### src/rtl/flag_status_unit.sv
// NZCV status register with condition-code evaluation and a small save stack
// used to preserve and restore flags across exception entry/return.
module flag_status_unit #(
  parameter int STACK_DEPTH = 4,
  parameter int PTR_W       = 2
) (
  input  logic       clk,
  input  logic       rst,
  input  logic       flag_we,
  input  logic [3:0] flags_in,
  input  logic       cond_valid,
  input  logic [3:0] cond,
  output logic       cond_out_valid,
  output logic       cond_pass,
  input  logic       push,
  input  logic       pop,
  input  logic       err_clr,
  output logic [3:0] flags_out,
  output logic       stack_empty,
  output logic       stack_full,
  output logic       err
);

  localparam logic [PTR_W:0]   SP_FULL = (PTR_W+1)'(STACK_DEPTH);
  localparam logic [PTR_W:0]   SP_ZERO = '0;
  localparam logic [PTR_W:0]   SP_ONE  = (PTR_W+1)'(1);
  localparam logic [PTR_W-1:0] IDX_ONE = PTR_W'(1);

  logic [3:0]       stack_mem [STACK_DEPTH];
  logic [PTR_W:0]   sp;
  logic [PTR_W:0]   sp_d;
  logic [PTR_W-1:0] top_idx;
  logic [PTR_W-1:0] wr_idx;
  logic [3:0]       flags_d;
  logic             push_only;
  logic             pop_only;
  logic             push_ok;
  logic             pop_ok;
  logic             stack_err;

  function automatic logic eval_cond(input logic [3:0] code, input logic [3:0] f);
    logic n, z, c, v;
    logic result;
    n = f[3];
    z = f[2];
    c = f[1];
    v = f[0];
    result = 1'b0;
    case (code)
      4'h0:    result = z;
      4'h1:    result = !z;
      4'h2:    result = c;
      4'h3:    result = !c;
      4'h4:    result = n;
      4'h5:    result = !n;
      4'h6:    result = v;
      4'h7:    result = !v;
      4'h8:    result = c & !z;
      4'h9:    result = !c | z;
      4'hA:    result = (n == v);
      4'hB:    result = (n != v);
      4'hC:    result = !z & (n == v);
      4'hD:    result = z | (n != v);
      4'hE:    result = 1'b1;
      default: result = 1'b0;
    endcase
    return result;
  endfunction

  // Simultaneous push and pop cancel each other; only flag_we survives.
  assign push_only = push & !pop;
  assign pop_only  = pop & !push;
  assign push_ok   = push_only & (sp != SP_FULL);
  assign pop_ok    = pop_only & (sp != SP_ZERO);
  assign stack_err = (push_only & (sp == SP_FULL)) | (pop_only & (sp == SP_ZERO));

  // Low pointer bits wrap naturally, so sp==DEPTH still addresses the top entry.
  assign wr_idx  = sp[PTR_W-1:0];
  assign top_idx = sp[PTR_W-1:0] - IDX_ONE;

  always_comb begin
    flags_d = flags_out;
    sp_d    = sp;
    if (pop_ok) begin
      flags_d = stack_mem[top_idx];
      sp_d    = sp - SP_ONE;
    end else begin
      if (flag_we) begin
        flags_d = flags_in;
      end
      if (push_ok) begin
        sp_d = sp + SP_ONE;
      end
    end
  end

  // Saved entries need no reset; sp alone decides which ones are meaningful.
  always_ff @(posedge clk) begin
    if (push_ok) begin
      stack_mem[wr_idx] <= flags_out;
    end
  end

  always_ff @(posedge clk or posedge rst) begin
    if (rst) begin
      flags_out   <= 4'h0;
      sp          <= SP_ZERO;
      stack_empty <= 1'b1;
      stack_full  <= 1'b0;
    end else begin
      flags_out   <= flags_d;
      sp          <= sp_d;
      stack_empty <= (sp_d == SP_ZERO);
      stack_full  <= (sp_d == SP_FULL);
    end
  end

  // A new stack error wins over a clear arriving in the same cycle.
  always_ff @(posedge clk or posedge rst) begin
    if (rst) begin
      err <= 1'b0;
    end else if (stack_err) begin
      err <= 1'b1;
    end else if (err_clr) begin
      err <= 1'b0;
    end
  end

  // Evaluating against flags_d lets the issue stage see same-cycle writes and pops.
  always_ff @(posedge clk or posedge rst) begin
    if (rst) begin
      cond_out_valid <= 1'b0;
      cond_pass      <= 1'b0;
    end else begin
      cond_out_valid <= cond_valid;
      if (cond_valid) begin
        cond_pass <= eval_cond(cond, flags_d);
      end
    end
  end

endmodule

### config.mk
export PLATFORM = sky130hd
export DESIGN_NAME = flag_status_unit
export DESIGN_NICKNAME = d
export VERILOG_FILES = /design/src/rtl/flag_status_unit.sv
export SDC_FILE = /design/constraint.sdc
export NUM_CORES = 1
export LEC_CHECK = 0
export CAP_MARGIN = 0
export CORE_UTILIZATION = 30
export CTS_CLUSTER_SIZE = 12
export DETAILED_ROUTE_END_ITERATION = 16
export SETUP_SLACK_MARGIN = 0.3
export SLEW_MARGIN = 5
export SYNTH_ARGS = -nofsm -noshare
export SYNTH_HDL_FRONTEND = slang
export SYNTH_SLANG_ARGS = --single-unit
### constraint.sdc
create_clock -name clk -period 5.75 [get_ports clk]
set_clock_uncertainty 0.2 [all_clocks]
set_input_delay 1.725 -clock clk [delete_from_list [all_inputs] [get_ports clk]]
set_output_delay 1.725 -clock clk [all_outputs]
set_load 0.05 [all_outputs]
# After elaboration in Yosys (flattened, before gate mapping)
# Memory sizes are Yosys's and may differ from the RTL's.
# Cells that the tools add are included.
[totals]
mem_bits_rw = 16
latchBits = 0
rom_bits = 0
output_inout_bits = 9
input_bits = 15
regBits = 12
word_cells = 61
n_memories = 1
[classes]
addsub = 3
reduce_logical = 11
bitwise = 11
div_mod_pow = 0
shifts = 0
n_eq_ne = 19
magnitude_cmp = 0
n_mul = 0
n_mux = 9
[memory_table]
columns = ["memory", "words", "width", "rd", "rd_clocked_by_memory_dff", "write_ports", "line_no", "rtl"]
rows = [
  ["stack_mem", 4, 4, 1, 0, 1, "29", "logic [3:0] stack_mem [STACK_DEPTH];"],
]
[ops]
columns = ["operator", "count"]
rows = [
  ["4-bit equality test (second input constant)", 7],
  ["4-bit by 3-bit equality test with 1-bit output (second input constant)", 4],
  ["1-bit one-hot mux with 15 select lines", 1],
  ["1-bit AND", 8],
  ["4-bit by 2-bit equality test with 1-bit output (second input constant)", 2],
  ["4-bit two-way mux", 2],
  ["3-bit equality test (second input constant)", 2],
  ["1-bit zero test", 6],
  ["3-bit zero test", 2],
  ["3-bit two-way mux", 2],
  ["4-bit by 1-bit equality test with 1-bit output (second input constant)", 1],
  ["4-bit zero test", 1],
  ["1-bit two-way mux", 4],
  ["3-bit by 1-bit adder with 3-bit output (second input constant)", 1],
  ["3-bit != test (second input constant)", 1],
  ["1-bit bitwise OR", 3],
  ["3-bit nonzero test", 1],
  ["3-bit by 1-bit subtractor with 3-bit output (second input constant)", 1],
  ["2-bit nonzero test", 1],
  ["2-bit by 1-bit subtractor with 2-bit output (second input constant)", 1],
  ["1-bit equality test", 1],
  ["1-bit != test", 1],
]

# Depth between registers and ports, before layout
# Gate-level depths: netlist of run 1.
[logic_depth]
word_depth = 7
ltp_mapped = 10
mapped_depth_nobuf = 8

# Worst setup path before layout of run 1
# Ideal clock, no wire load.
[synth_timing]
path_type = "input to register"
startpoint = "input port flag_we"
endpoint = "register cond_pass"
required_time_ns = 5.425
setup_ns = 0.125
setup_slack_ns = 2.140
path_stages = 7
path_buffers = 1
arrival_time_ns = 3.285
cell_sequence = "clkbuf_1 -> mux2_2 -> o211ai_1 -> a41oi_2 -> or3_1 -> a221oi_2 -> a21oi_2"
[synth_between]
elab_chain_len = 5
elab_cells_between_ends = 13
cone_classes = "2 x eq/ne; 3 x mux; 4 x bitwise; 4 x reduce/logical"
[synth_rtl]
columns = ["item", "line_no", "rtl"]
rows = [
  ["start, declared", "9", "input logic flag_we,"],
  ["4-bit two-way mux (*)", "88", "if (flag_we) begin"],
  ["4-bit two-way mux (*)", "84", "if (pop_ok) begin"],
  ["1-bit != test (tied with other cells)", "61, 63", ""],
  ["1-bit bitwise OR (tied with other cells)", "63", "4'hD: result = z | (n != v);"],
  ["1-bit one-hot mux with 15 select lines (*)", "49", "case (code)"],
  ["end signal, assigned", "137", "cond_pass <= eval_cond(cond, flags_d);"],
  ["end, declared", "14", "output logic cond_pass,"],
]
# Mark *: on every way between the ends. The rest lies on a longest branch, timed or not.
# A chain may end at the register's enable or synchronous reset.

# Worst setup path in the final report of run 1
[layout_timing]
startpoint = "input port pop"
endpoint = "register cond_pass"
[layout_between]
elab_chain_len = 6
elab_cells_between_ends = 14
cone_classes = "2 x eq/ne; 2 x mux; 6 x bitwise; 4 x reduce/logical"
[layout_rtl]
columns = ["item", "line_no", "rtl"]
rows = [
  ["start, declared", "16", "input logic pop,"],
  ["1-bit AND (*)", "72", "assign pop_only = pop & !push;"],
  ["1-bit AND (*)", "74", "assign pop_ok = pop_only & (sp != SP_ZERO);"],
  ["4-bit two-way mux (*)", "84", ""],
  ["1-bit != test (tied with other cells)", "61, 63", ""],
  ["1-bit bitwise OR (tied with other cells)", "63", ""],
  ["1-bit one-hot mux with 15 select lines (*)", "49", ""],
]
# Marked as above.

==> results of run 1 <==
[through the flow]
step	instances	utilization
after global routing	233	0.383
after detailed placement	229	0.370
after CTS	233	0.383
final	233	0.383
after global placement	229	0.370
after floorplan	144	-
[kinds of logic after synthesis]
logic type	Yosys count
adders and majority gates	5
buffers and inverters	18
DFF	28
AOI/OAI and AO/OA	26
muxes	10
xor gates and xnor gates	8
and+or+nand+nor	49
[final cells by class]
class,instances,area share
clock inverters,1,0.0151
multi-input cells,98,0.391
repair buffers,23,0.116
inverters,10,0.0189
clock buffers,3,0.0208
well taps,70,0.0442
flip-flops and latches,28,0.394
[metal layers]
| metal | vias to the layer above | GRT usage | wire length [um] |
|---|---|---|---|
| met5 | - | 0 | 0 |
| met4 | 0 | 0.0700 | 79 |
| met3 | 7 | 0.0225 | 184 |
| met2 | 31 | 0.214 | 1720 |
| met1 | 577 | 0.161 | 1420 |
| li1 | 563 | - | - |
[synthesized netlist by cell type (2+ instances only)]
| cell | instances | share of area |
|---|---|---|
| a211o_1 | 2 | 0.011 |
| a211oi_1 | 2 | 0.0092 |
| a21oi_1 | 3 | 0.0092 |
| a221oi_2 | 2 | 0.018 |
| and2_1 | 3 | 0.011 |
| buf_2 | 2 | 0.0061 |
| clkbuf_1 | 5 | 0.011 |
| dfrtp_1 | 11 | 0.17 |
| edfxtp_1 | 16 | 0.29 |
| ha_1 | 5 | 0.038 |
| inv_1 | 10 | 0.023 |
| mux2_2 | 2 | 0.014 |
| mux2i_1 | 4 | 0.025 |
| mux4_2 | 3 | 0.041 |
| nand2_1 | 7 | 0.016 |
| nand2b_1 | 5 | 0.019 |
| nand3_1 | 3 | 0.0092 |
| nor2_1 | 10 | 0.023 |
| nor2b_1 | 4 | 0.015 |
| nor3_1 | 5 | 0.015 |
| o21ai_0 | 3 | 0.0092 |
| o22ai_1 | 3 | 0.011 |
| or2_2 | 2 | 0.0077 |
| or4_1 | 2 | 0.0092 |
| xnor2_1 | 2 | 0.011 |
| xor2_1 | 6 | 0.032 |
[power groups by stage]
stage	sequential, mW	clock (mW)	combinational (mW)
final	0.329	0.156	0.418
after global routing	0.338	0.169	0.453
after CTS	0.330	0.161	0.421
after detailed placement	0.335	0	0.418
after global placement	0.331	0	0.414
after floorplan	0.382	0	0.259
[path summary, 6_finish.rpt]
check	slack, ps	cells after the start	start	end
setup / recovery	1900	7	pop	cond_pass$_DFFE_PP0P_
hold / removal	350	2	err$_DFFE_PP0P_	err$_DFFE_PP0P_
setup reg to reg	2610	8	sp[0]$_DFF_PP0_	cond_pass$_DFFE_PP0P_
hold reg to reg	350	2	err$_DFFE_PP0P_	err$_DFFE_PP0P_
max in group asynchronous	3430	2	rst	stack_empty$_DFF_PP1_
min in group asynchronous	1570	2	rst	sp[2]$_DFF_PP0_
[placed cells by master (no fill, tap or decap), types with 2 or more instances in the layout]
cell | netlist | final
a221oi_2 | 2 | 2
nand3_1 | 3 | 3
clkbuf_8 | 0 | 3
and2_1 | 3 | 3
a211oi_1 | 2 | 2
nand2b_1 | 5 | 5
or2_2 | 2 | 2
a21oi_1 | 3 | 3
nor2_1 | 10 | 10
ha_1 | 5 | 5
or4_1 | 2 | 2
nor2b_1 | 4 | 4
xnor2_1 | 2 | 2
o22ai_1 | 3 | 3
dfrtp_1 | 11 | 11
o21ai_0 | 3 | 3
mux2i_1 | 4 | 4
mux4_2 | 3 | 3
clkdlybuf4s50_1 | 0 | 23
inv_1 | 10 | 10
mux2_2 | 2 | 2
nor3_1 | 5 | 5
a211o_1 | 2 | 2
nand2_1 | 7 | 7
xor2_1 | 6 | 6
edfxtp_1 | 16 | 16
[critical path, stage by stage]
cell             delay, ps
clkdlybuf4s50_1        480
nor2b_1                470
nand3_1                140
o32a_1                 340
or2_2                  310
a221oi_2               270
a21oi_2                 80
[sequential cells by signal, indices dropped and copies added, names as in the netlist]
signal	flops
stack_mem	16
flags_out	4
sp	3
cond_out_valid	1
cond_pass	1
err	1
stack_empty	1
stack_full	1
==> impl_results.md, run 1 <==
* DR vias at 1,178
* Synthesized area at 1630 um^2
* Final net count at 184
* Minimum clock period at 3850 ps
* Setup violators final at 0
* Total GRT Usage at 0.130
* Final-layout fill cell count at 490
* Crit path required time at 5720 ps
* Initial core utilization at 0.316
* Initial antenna violation count at 0
* Placed Area at 1910 um^2
* Warnings from Yosys at 0
* Number of synthesized flops with an enable pin at 16
* I/O pins at 24
* Xor-xnor portion of the synthesized cell area at 0.0429
* Cells after Synth at 144
* H-Tree Depth at 1
* Worst EP arrival at 3820 ps
* First-pass GRT wire length at 5380 um
* Detailed Place HPWL at 2580 um
* Ys async rst share at 0.429
* Main synth FF type: edfxtp_1
* Simple-gate share of the synthesized area at 0.168
* N_diodes at 0
* Flop pwr share at 0.364
* Adder-cell share of the synthesized area at 0.0383
* Post-synthesis register bit count at 28
* Tcrit/Tclk final at 0.669
* DRT Pass-1 Iters at 4
* Global placement routability congestion at 0.904
* Final Max Tran Viols at 0
* DP Worst Slack at 1630 ps
* Root buf cell: clkbuf_8
* DR iter-0 viols at 65
* Die Y at 75.8 um
* CTS buffer count at 3
* Sequential cell area at 782 um^2
* Post-synthesis compound-gate area fraction at 0.129
* Vias per cell at 5.06
* Clk slew on worst S/H paths at 100 ps
* Hold Crit Class: reg -> reg
* Critical path class: in -> reg
* Cell Pwr Density at 455 nW/um^2
* Remaining antenna violation count after routing at 0
* Die W at 75.8 um
* Count of cell types in the netlist at 48
* Largest family of logic cells by synthesized area: simple AND/OR/NAND/NOR gates
* Mean Syn Cell Area at 11.3 um^2
* Multiplexer share of the synthesized area at 0.0957
* Setup crit end kind: flop
* Area grow syn2layout at 21.4%
* Psw at 0.364 mW
* Post_cts resized at 0
* Total Power at 0.903 mW
* Layout Cell Area excl Fill at 1980 um^2
* Skew-Pair Late Insertion Delay at 280 ps
* Pleak at 0.737 nW
* CTS tree: done
* Setup crit start kind: input pin
* Final hold vios at 0
* Drt total wl at 3410 um
* Max_cap viols at 0
* Seq/Total Area, Yosys at 0.479
* DRC Markers at 0
* Int Pwr at 0.539 mW
* Die area at 5750 um^2
* Sw Ratio at 0.403
* Total congestion overflow at 0
* Number of global-route vias before repair at 1,135
* # port buffers at 23
* Area taken by multi-input logic gates at 774 um^2
* Mapped Nets at 164
* CTS max path bufs at 2
* Highest net fanout along the worst path at 7
* RSZ-0062 raised after global routing: false
* Core Footprint at 5170 um^2
* Post-CTS setup buffer count at 0
* Clock network fraction of design power at 0.173
* Slew HR at 0.615
* Least-Margin Pin Slew at 578 ps
* Combinational power share at 0.463
* Final WS setup at 1900 ps
* Clk sinks at 28
* Routed WL per cell at 14.6 um
* Status: complete, no violations
* Minimum hold slack at 346 ps
* Setup TNS at 0 ps
* Fmax at 260 MHz
* Worst VDD drop at 0.136 mV
* Core Rows at 26
* Largest net degree at the start of global routing at 17
* Hold-fix buffers, CTS at 0
* Share of layout cells above drive strength 1 at 0.104
Note: power is estimated with default switching activity, not from simulation.
==> run 2, diff against run 1 <==
==> constraint.sdc (replaced) <==
create_clock -name clk -period 3.55 [get_ports clk]
set_clock_uncertainty 0.2 [all_clocks]
set_input_delay 1.065 -clock clk [delete_from_list [all_inputs] [get_ports clk]]
set_output_delay 1.065 -clock clk [all_outputs]
set_load 0.05 [all_outputs]
==> run 2 against run 1 <==
Against the previous run: non-clock buffer count increased by 3; critical path depth did not move; cell count up 1.3%; highest routed layer unchanged; sequential power is 55% higher; die area stayed put; setup slack lost 1400 ps; routed wire length down 0.32%; via count is 2.0% lower; utilization grew 0.48 points; first-iteration DRC count decreased by 32%.
==> impl_results.md, run 2 (synthesis gave the netlist of run 1 again) <==
* Most common cell after layout, fill and taps aside: clkdlybuf4s50_1 (unchanged)
* Initial core utilization at 0.316 (unchanged)
* Root buf cell: clkbuf_8 (unchanged)
* Core Footprint at 5170 um^2 (unchanged)
* Highest net fanout along the worst path at 9 (was 7)
* Area grow syn2layout at 22.9% (was 21.4%)
* Number of global-route vias before repair at 1,105 (was 1,135)
* Final Max Tran Viols at 0 (unchanged)
* Status: complete, no violations (unchanged)
* Minimum hold slack at 337 ps (was 346 ps)
* Worst VDD drop at 0.221 mV (was 0.136 mV)
* CTS max path bufs at 2 (unchanged)
* Minimum clock period at 3090 ps
* Slew HR at 0.614 (was 0.615)
* Clk slew on worst S/H paths at 90 ps (was 100 ps)
* Final net count at 187 (was 184)
* I/O pins at 24 (unchanged)
* CP max stage cell: clkdlybuf4s50_1 (unchanged)
* Crit path buffers/inverters at 1 (unchanged)
* Total GRT Usage at 0.131 (was 0.130)
* WL met2 at 1710 um (was 1720 um)
* Share of layout cells above drive strength 1 at 0.127 (was 0.104)
* Initial antenna violation count at 0 (unchanged)
* Fmax at 324 MHz
* Total congestion overflow at 0 (unchanged)
* RSZ-0062 raised after global routing: false (unchanged)
* Worst EP arrival at 3050 ps (was 3820 ps)
* Least-Margin Pin Slew at 577 ps (was 578 ps)
* Global placement routability congestion at 0.831 (was 0.904)
* N_diodes at 0 (unchanged)
* M1 WL at 1500 um (was 1420 um)
* Skew-Pair Late Insertion Delay at 270 ps (was 280 ps)
* Detailed Place HPWL at 2730 um (was 2580 um)
* CTS buffer count at 3 (unchanged)
* Clk sinks at 28 (unchanged)
* Crit path required time at 3510 ps (was 5720 ps)
* DR iter-0 viols at 44 (was 65)
* Vias per cell at 4.89 (was 5.06)
* Top delay family on crit path: simple AND/OR/NAND/NOR gates (unchanged)
* Setup TNS at 0 ps (unchanged)
* Placed Area at 1930 um^2 (was 1910 um^2)
* Met3 WL at 130 um (was 184 um)
* Die Y at 75.8 um (unchanged)
* # port buffers at 23 (unchanged)
* Final hold vios at 0 (unchanged)
* Cells along the critical path: clkdlybuf4s50_1, nand2b_1, nor2_1, a2111oi_0, or3_1, a221oi_2, a21oi_2 (was clkdlybuf4s50_1, nor2b_1, nand3_1, o32a_1, or2_2, a221oi_2, a21oi_2)
* H-Tree Depth at 1 (unchanged)
* Remaining antenna violation count after routing at 0 (unchanged)
* Max_cap viols at 0 (unchanged)
* Critical path class: in -> reg (unchanged)
* DR vias at 1,154 (was 1,178)
* Die area at 5750 um^2 (unchanged)
* Drt total wl at 3400 um (was 3410 um)
* Core Rows at 26 (unchanged)
* Total Power at 1.46 mW (was 0.903 mW)
* Tcrit/Tclk final at 0.871
* Routed WL per cell at 14.4 um (was 14.6 um)
* DRT Pass-1 Iters at 4 (unchanged)
* Pleak at 0.753 nW (was 0.737 nW)
* Regs by FF count: stack_mem (16), flags_out (4), sp (3) (unchanged)
* CTS tree: done (unchanged)
* Max reg flops at 16 (unchanged)
* Setup crit start kind: input pin (unchanged)
* First-pass GRT wire length at 5470 um (was 5380 um)
* Most frequent cells in the layout: clkdlybuf4s50_1 (23), edfxtp_1 (16), dfrtp_1 (11) (unchanged)
* CP max stage delay at 450 ps (was 480 ps)
* Hold Crit Class: reg -> reg (unchanged)
* Largest register by flop count: stack_mem (unchanged)
* Setup crit end kind: flop (unchanged)
* Cell Pwr Density at 728 nW/um^2 (was 455 nW/um^2)
* Post-CTS setup buffer count at 0 (unchanged)
* Die W at 75.8 um (unchanged)
* Highest metal used: met4 (unchanged)
* DRC Markers at 0 (unchanged)
* Largest net degree at the start of global routing at 17 (unchanged)
* Layout Cell Area excl Fill at 2010 um^2 (was 1980 um^2)
* Setup violators final at 0 (unchanged)
==> run 2: changes by cell type in the layout (fill, tap and decap cells not counted), sizes merged <==
cell,delta
buf,+3
==> run 2: final timing paths <==
kind / from / end / slack, ps / cells past startpoint
worst max-delay path: push / cond_pass$_DFFE_PP0P_ / 460 / 7
worst min-delay path: err$_DFFE_PP0P_ / err$_DFFE_PP0P_ / 340 / 2
worst max register to register: sp[1]$_DFF_PP0_ / cond_pass$_DFFE_PP0P_ / 800 / 8
worst min register to register: err$_DFFE_PP0P_ / err$_DFFE_PP0P_ / 340 / 2
max in group asynchronous: rst / stack_empty$_DFF_PP1_ / 1890 / 2
min in group asynchronous: rst / cond_pass$_DFFE_PP0P_ / 910 / 2
==> run 2: area by class of cell <==
type                    count  area [um^2]
clock buffers               3         41.3
clock inverters             1         30.0
fillers                   497         3160
inverters                  10         37.5
multi-input cells          98          777
flip-flops and latches     28          782
well taps                  70         87.6
repair buffers             26          253
==> run 2: power by group <==
part	switching, mW	leakage [nW]	internal (mW)
logic	0.418	0.429	0.289
registers	0.0669	0.288	0.443
clock network	0.0939	0.0357	0.151
total	0.579	0.753	0.883
==> run 2: per-layer routing <==
layer  GRT usage  up-vias
met4      0.0556        0
met3      0.0172        4
met5           0        -
li1            -      570
met1       0.167      558
met2       0.222       22
==> run 2: stage by stage <==
step	utilization	setup WS [ps]	instances
floorplan	-	600	144
global placement	0.374	119	232
detailed placement	0.374	123	232
CTS	0.388	419	236
global route	0.388	300	236
finish	0.388	459	236
==> run 2: worst register-to-register path, cell delays in order, from the launching register on <==
cell and delay [ps]:
dfrtp_1 380, inv_1 100, ha_1 510, mux4_2 400, nor3_4 190, nor4b_1 80, or3_1 420, a221oi_2 300
a21oi_2 80
==> run 2: repair_timing <==
action	in CTS	in global routing
endpoints found under the setup margin	0	1
hold buffers	0	0
resized for setup	0	1
